--- src/rtl/dma_write.sv ---
// -----------------------------------------------------------------------------
// dma_write
//
// Streams a block of activation SRAM out over a DMA write interface.
// A transfer starts with one control request (destination index, beat count,
// size code) and then sends WR_LEN 64-bit beats. Each beat is assembled from
// two adjacent 32-bit SRAM words read in parallel on the two SRAM ports.
// With chnl_ready tied high one beat leaves every 3 cycles (ADDR/LOAD/SEND).
//
// Parameters
//   WR_INDEX   destination index issued on the control channel
//   WR_LEN     beats per transfer (0..32767); 0 sends only the control request
//   SRAM_BASE  first 32-bit SRAM word read
//
// Ports
//   clk                        rising-edge clock
//   rst                        asynchronous active-low reset
//   do_write                   start request, sampled only while idle
//   write_done                 one-cycle completion pulse
//   dma_write_ctrl_valid/ready control request handshake
//   dma_write_ctrl_data_*      index / length / size of the request
//   dma_write_chnl_valid/ready data beat handshake
//   dma_write_chnl_data        64-bit data beat {odd word, even word}
//   sram_addr0 / sram_addr1    even / odd word read addresses
//   sram_rdata0 / sram_rdata1  read data, one cycle after the address
// -----------------------------------------------------------------------------
module dma_write #(
  parameter int unsigned WR_INDEX  = 32'd10000,
  parameter int unsigned WR_LEN    = 32'd128,
  parameter int unsigned SRAM_BASE = 32'd0
) (
  input  logic        clk,
  input  logic        rst,
  input  logic        do_write,
  output logic        write_done,
  output logic        dma_write_ctrl_valid,
  input  logic        dma_write_ctrl_ready,
  output logic [31:0] dma_write_ctrl_data_index,
  output logic [31:0] dma_write_ctrl_data_length,
  output logic [2:0]  dma_write_ctrl_data_size,
  output logic        dma_write_chnl_valid,
  input  logic        dma_write_chnl_ready,
  output logic [63:0] dma_write_chnl_data,
  output logic [15:0] sram_addr0,
  output logic [15:0] sram_addr1,
  input  logic [31:0] sram_rdata0,
  input  logic [31:0] sram_rdata1
);

  typedef enum logic [2:0] {
    S_IDLE = 3'd0,
    S_CTRL = 3'd1,
    S_ADDR = 3'd2,
    S_LOAD = 3'd3,
    S_SEND = 3'd4,
    S_DONE = 3'd5
  } state_e;

  localparam logic [31:0] INDEX_W   = WR_INDEX;
  localparam logic [31:0] LEN_W     = WR_LEN;
  localparam logic [31:0] BASE_W    = SRAM_BASE;
  localparam logic [15:0] BASE16    = BASE_W[15:0];
  // Only meaningful for WR_LEN >= 1; a zero-length transfer never reaches SEND.
  localparam logic [15:0] LAST_BEAT = LEN_W[15:0] - 16'd1;
  localparam logic        LEN_ZERO  = (LEN_W == 32'd0);
  localparam logic [2:0]  SIZE_64   = 3'b010;

  state_e      state_q, state_d;
  logic [15:0] beat_q, beat_d;
  logic [63:0] data_q, data_d;
  logic [15:0] rd_addr_s;

  // Even-word address of the current beat; 16-bit add wraps modulo 2^16.
  assign rd_addr_s = BASE16 + {beat_q[14:0], 1'b0};

  // State, beat counter and beat data registers; reset is asynchronous.
  always_ff @(posedge clk or negedge rst) begin
    if (!rst) begin
      state_q <= S_IDLE;
      beat_q  <= 16'd0;
      data_q  <= 64'd0;
    end else begin
      state_q <= state_d;
      beat_q  <= beat_d;
      data_q  <= data_d;
    end
  end

  // Next-state, beat counter and data-capture logic.
  always_comb begin
    state_d = state_q;
    beat_d  = beat_q;
    data_d  = data_q;
    case (state_q)
      S_IDLE: begin
        beat_d = 16'd0;
        if (do_write) begin
          state_d = S_CTRL;
        end else begin
          state_d = S_IDLE;
        end
      end
      S_CTRL: begin
        if (dma_write_ctrl_ready) begin
          state_d = LEN_ZERO ? S_DONE : S_ADDR;
        end else begin
          state_d = S_CTRL;
        end
      end
      S_ADDR: begin
        // Address is presented this cycle; SRAM data arrives during LOAD.
        state_d = S_LOAD;
      end
      S_LOAD: begin
        data_d  = {sram_rdata1, sram_rdata0};
        state_d = S_SEND;
      end
      S_SEND: begin
        if (dma_write_chnl_ready) begin
          beat_d  = beat_q + 16'd1;
          state_d = (beat_q == LAST_BEAT) ? S_DONE : S_ADDR;
        end else begin
          state_d = S_SEND;
        end
      end
      S_DONE: begin
        state_d = S_IDLE;
      end
      default: begin
        state_d = S_IDLE;
        beat_d  = 16'd0;
      end
    endcase
  end

  // Output decode; every output is a pure function of registered state, so
  // the asynchronous reset clears them immediately.
  always_comb begin
    write_done                 = 1'b0;
    dma_write_ctrl_valid       = 1'b0;
    dma_write_ctrl_data_index  = 32'd0;
    dma_write_ctrl_data_length = 32'd0;
    dma_write_ctrl_data_size   = 3'd0;
    dma_write_chnl_valid       = 1'b0;
    sram_addr0                 = 16'd0;
    sram_addr1                 = 16'd0;
    case (state_q)
      S_CTRL: begin
        dma_write_ctrl_valid       = 1'b1;
        dma_write_ctrl_data_index  = INDEX_W;
        dma_write_ctrl_data_length = LEN_W;
        dma_write_ctrl_data_size   = SIZE_64;
      end
      S_ADDR, S_LOAD: begin
        // Held through LOAD so the SRAM output stays on the same words.
        sram_addr0 = rd_addr_s;
        sram_addr1 = rd_addr_s + 16'd1;
      end
      S_SEND: begin
        dma_write_chnl_valid = 1'b1;
      end
      S_DONE: begin
        write_done = 1'b1;
      end
      default: begin
        write_done = 1'b0;
      end
    endcase
  end

  // Beat data register drives the channel directly and holds between beats.
  assign dma_write_chnl_data = data_q;

endmodule

--- config.mk ---
export PLATFORM = sky130hd
export DESIGN_NAME = dma_write
export DESIGN_NICKNAME = d
export VERILOG_FILES = /design/src/rtl/dma_write.sv
export SDC_FILE = /design/constraint.sdc
export NUM_CORES = 1
export LEC_CHECK = 0
export ABC_AREA = 1
export ABC_CLOCK_PERIOD_IN_PS = 1600
export BUFFER_PORTS_ARGS = -buffer_cell sky130_fd_sc_hd__buf_2
export CORE_AREA = 4 4 109 111
export CTS_CLUSTER_DIAMETER = 120
export DETAILED_ROUTE_END_ITERATION = 8
export DIE_AREA = 0 0 113 115
export PLACE_DENSITY = 0.79
export RECOVER_POWER = 100
export SLEW_MARGIN = 20
export SYNTH_ARGS = -nofsm -noshare
export SYNTH_HDL_FRONTEND = slang
export SYNTH_SLANG_ARGS = --single-unit
--- constraint.sdc ---
create_clock -name clk -period 1.6 [get_ports clk]
set_input_delay 0.48 -clock clk [delete_from_list [all_inputs] [get_ports clk]]
set_output_delay 0.48 -clock clk [all_outputs]
set_load 0.01 [all_outputs]
==> results.toml <==
[timing]
finalCriticalPeriod_ps = 1800
max_freq_ghz = 0.556
slew_headroom_pct = 62.6
hold_violations = 0
period_share_pct = 112
maxSlewViolCount = 0
finalSetupViolCount = 103
setup_slack_ps = -200
tightest_slew_ps = 560
rsz0062_at_grt = "true"
timing.hold.ws_ps = 342
final.setup_skew_ps = 10.1

[critical_path]
reg2reg_depth = 6
path_delay_family = "flip-flops"
critPathMaxFanout = 6
path_class = "flip-flop to output port"
path_buf_inv = 3
cp_cell_sequence = "inv_2 -> nand2_4 -> buf_6 -> nor2_4 -> buf_2"
end_kind = "output port"
worstPathRequired_ps = 1120
start_kind = "flip-flop"
r2r_end = "dma_write_chnl_data[56]"
slowest_stage = "dfrtp_1"
max_stage_delay_ps = 410
r2r_slack_ps = -110
r2r-start = "state_q[1]"
crit_cells = 5
crit_arrival_ps = 1320

[routing]
first_pass_iters = 5
wl_per_cell_um = 14.3
ant_nets = 0
drtIter0Drc = 105
vias = 3302
routed_wl_um = 10400
drc = 0
vias_per_cell = 4.54

[pwr]
p_total_w = 0.00954
pwr_density_cell_nw_per_um2 = 1740
peakVddDrop_mv = 1.13
p_leak_nw = 2.81

[yosys]
synth_cell_types = 24
syn-cell-area_um2 = 4480
ys_warn_count = 0
ys_ff_latch = 83
syn_area_per_cell_um2 = 10.9
synthCells = 410
seq_area_frac_synth_pct = 46.4

[final_layout]
antenna_cells = 0
fin_nets = 653
seqCellArea_um2 = 2080
syn_to_final_growth_pct = 22.8
final_layout_size_suffix_gt1_share_pct = 40.1
multi_input_area_um2 = 1860
fin_util_pct = 50.9
mostFrequentLayoutCell = "buf_2"
most-common-layout-cells = "97 x buf_2, 81 x dfrtp_1, 64 x clkbuf_1"
fillers = 979

[floorplan]
initial_core_util_pct = 41.5
num_io_pins = 235
die_w_um = 113
core_um2 = 10800
dieHeight_um = 115
dieArea_um2 = 13000
placementRows = 38

[worst_hold_path]
hold_class = "input port to flip-flop"
hold_start = "sram_rdata1[12]"
min_delay_path_depth = 2
hold_end = "dma_write_chnl_data[44]"

[clock_tree]
clock_sinks = 83
path_clk_slew_ps = 90
cts_tree = "done"
cts_root_buf = "clkbuf_8"
cts.htree.levels = 3
cts_buffers = 9
clk_path_buf_depth = 2
worstSkewPairLatency_ps = 360

[grt]
grt_usage_pct = 15.2
grt_pass1_wl_um = 15600
grt_max_degree = 35
grt_pass1_vias = 3202
grt_antenna_before_repair = 0
gr-total-overflow = 0

[run]
drv_cap = 0

[placement]
gp_congestion = 0.840
port_buffers = 173
place_hpwl_um = 7850

[outcome]
status = "finished, violations left"
violations = "setup timing"
==> worst reg2reg max path: stages, from the launching register on <==
cell,delay (ps)
dfrtp_2,450
nand2_4,110
buf_4,120
inv_4,30
nand2_2,290
buf_4,250
mux2_2,350
==> registers in the layout, summed over array words and instances (netlist names) <==
register,flops
beat_q,16
dma_write_chnl_data,64
state_q,3
==> timing repair <==
item / 4_1_cts / 5_1_grt
endpoints found under the setup margin: 42 / 77
hold endpoints to repair: 21 / 0
pin swaps: 0 / 1
hold buffers: 1 / 0
buffers inserted: 5 / 0
gates resized for setup: 25 / 23
cloned: 0 / 2
==> cell usage after synthesis <==
| cell | instances | area share (%) |
|---|---|---|
| ha_1 | 1 | 0.28 |
| nor3_1 | 4 | 0.45 |
| nand2_1 | 46 | 3.9 |
| nand2_4 | 1 | 0.25 |
| nand3_1 | 15 | 1.7 |
| inv_2 | 2 | 0.17 |
| buf_6 | 1 | 0.25 |
| conb_1 | 1 | 0.084 |
| o21ai_0 | 9 | 1.0 |
| nor2_1 | 47 | 3.9 |
| clkinv_1 | 1 | 0.084 |
| inv_1 | 24 | 2.0 |
| mux2_2 | 15 | 3.8 |
| clkinv_2 | 1 | 0.11 |
| buf_12 | 4 | 1.8 |
| buf_4 | 84 | 14 |
| buf_8 | 2 | 0.67 |
| dfrtp_1 | 83 | 46 |
| nand4_1 | 10 | 1.4 |
| a21oi_1 | 6 | 0.67 |
| clkbuf_1 | 1 | 0.084 |
| nor2_4 | 1 | 0.25 |
| nand2_2 | 2 | 0.28 |
| mux2_4 | 49 | 16 |
==> kinds of logic after synthesis <==
group	after synthesis	share of synthesized area, %
and+or+nand+nor	126	12.1
DFF	83	46.4
other	1	0.0838
buffers and inverters	120	19.3
adders and majority gates	1	0.279
AOI/OAI and AO/OA	15	1.68
muxes	64	20.2
==> power breakdown <==
part	internal, W	total, W	switching (W)
sequential	0.00299	0.00356	0.000572
combinational	0.00223	0.00440	0.00217
clock	0.000780	0.00158	0.000800
==> routing by layer <==
metal	wire length, um	GRT usage, %	part of all wire (%)
met5	0	0	0
met4	287	7.05	2.8
met3	858	4.11	8.3
met2	5230	25.5	50
met1	4000	18.2	39
==> worst max path at each step <==
stage / slack, ps / end / startpoint
after detailed placement: 3 / beat_q[6] / beat_q[0]
after global placement: 130 / beat_q[15] / dma_write_chnl_ready
final: -200 / sram_addr0[15] / state_q[2]
after floorplan: -5 / sram_addr1[8] / state_q[2]
after CTS: -210 / sram_addr1[5] / state_q[2]
after global routing: -280 / sram_addr0[15] / state_q[2]
==> cell type report <==
cell class	instances	share of cell area (%)
Sequential cell	83	37.8
Multi-Input combinational cell	268	33.8
Timing Repair Buffer	193	19.5
Tap cell	140	3.19
Clock buffer	10	2.50
Inverter	28	1.96
Clock inverter	6	1.32
==> through the flow <==
step	worst slack, ps	TNS [ps]	cells	area, um^2
6_report	-200	-11660	728	5500
5_1_grt	-279	-19370	728	5500
4_1_cts	-212	-7870	726	5480
3_5_place_dp	3.21	0	704	5150
3_3_place_gp	134	0	704	5150
2_1_floorplan	-5.49	-54.5	470	4700
No activity file was read; power rests on OpenSTA's default activity.
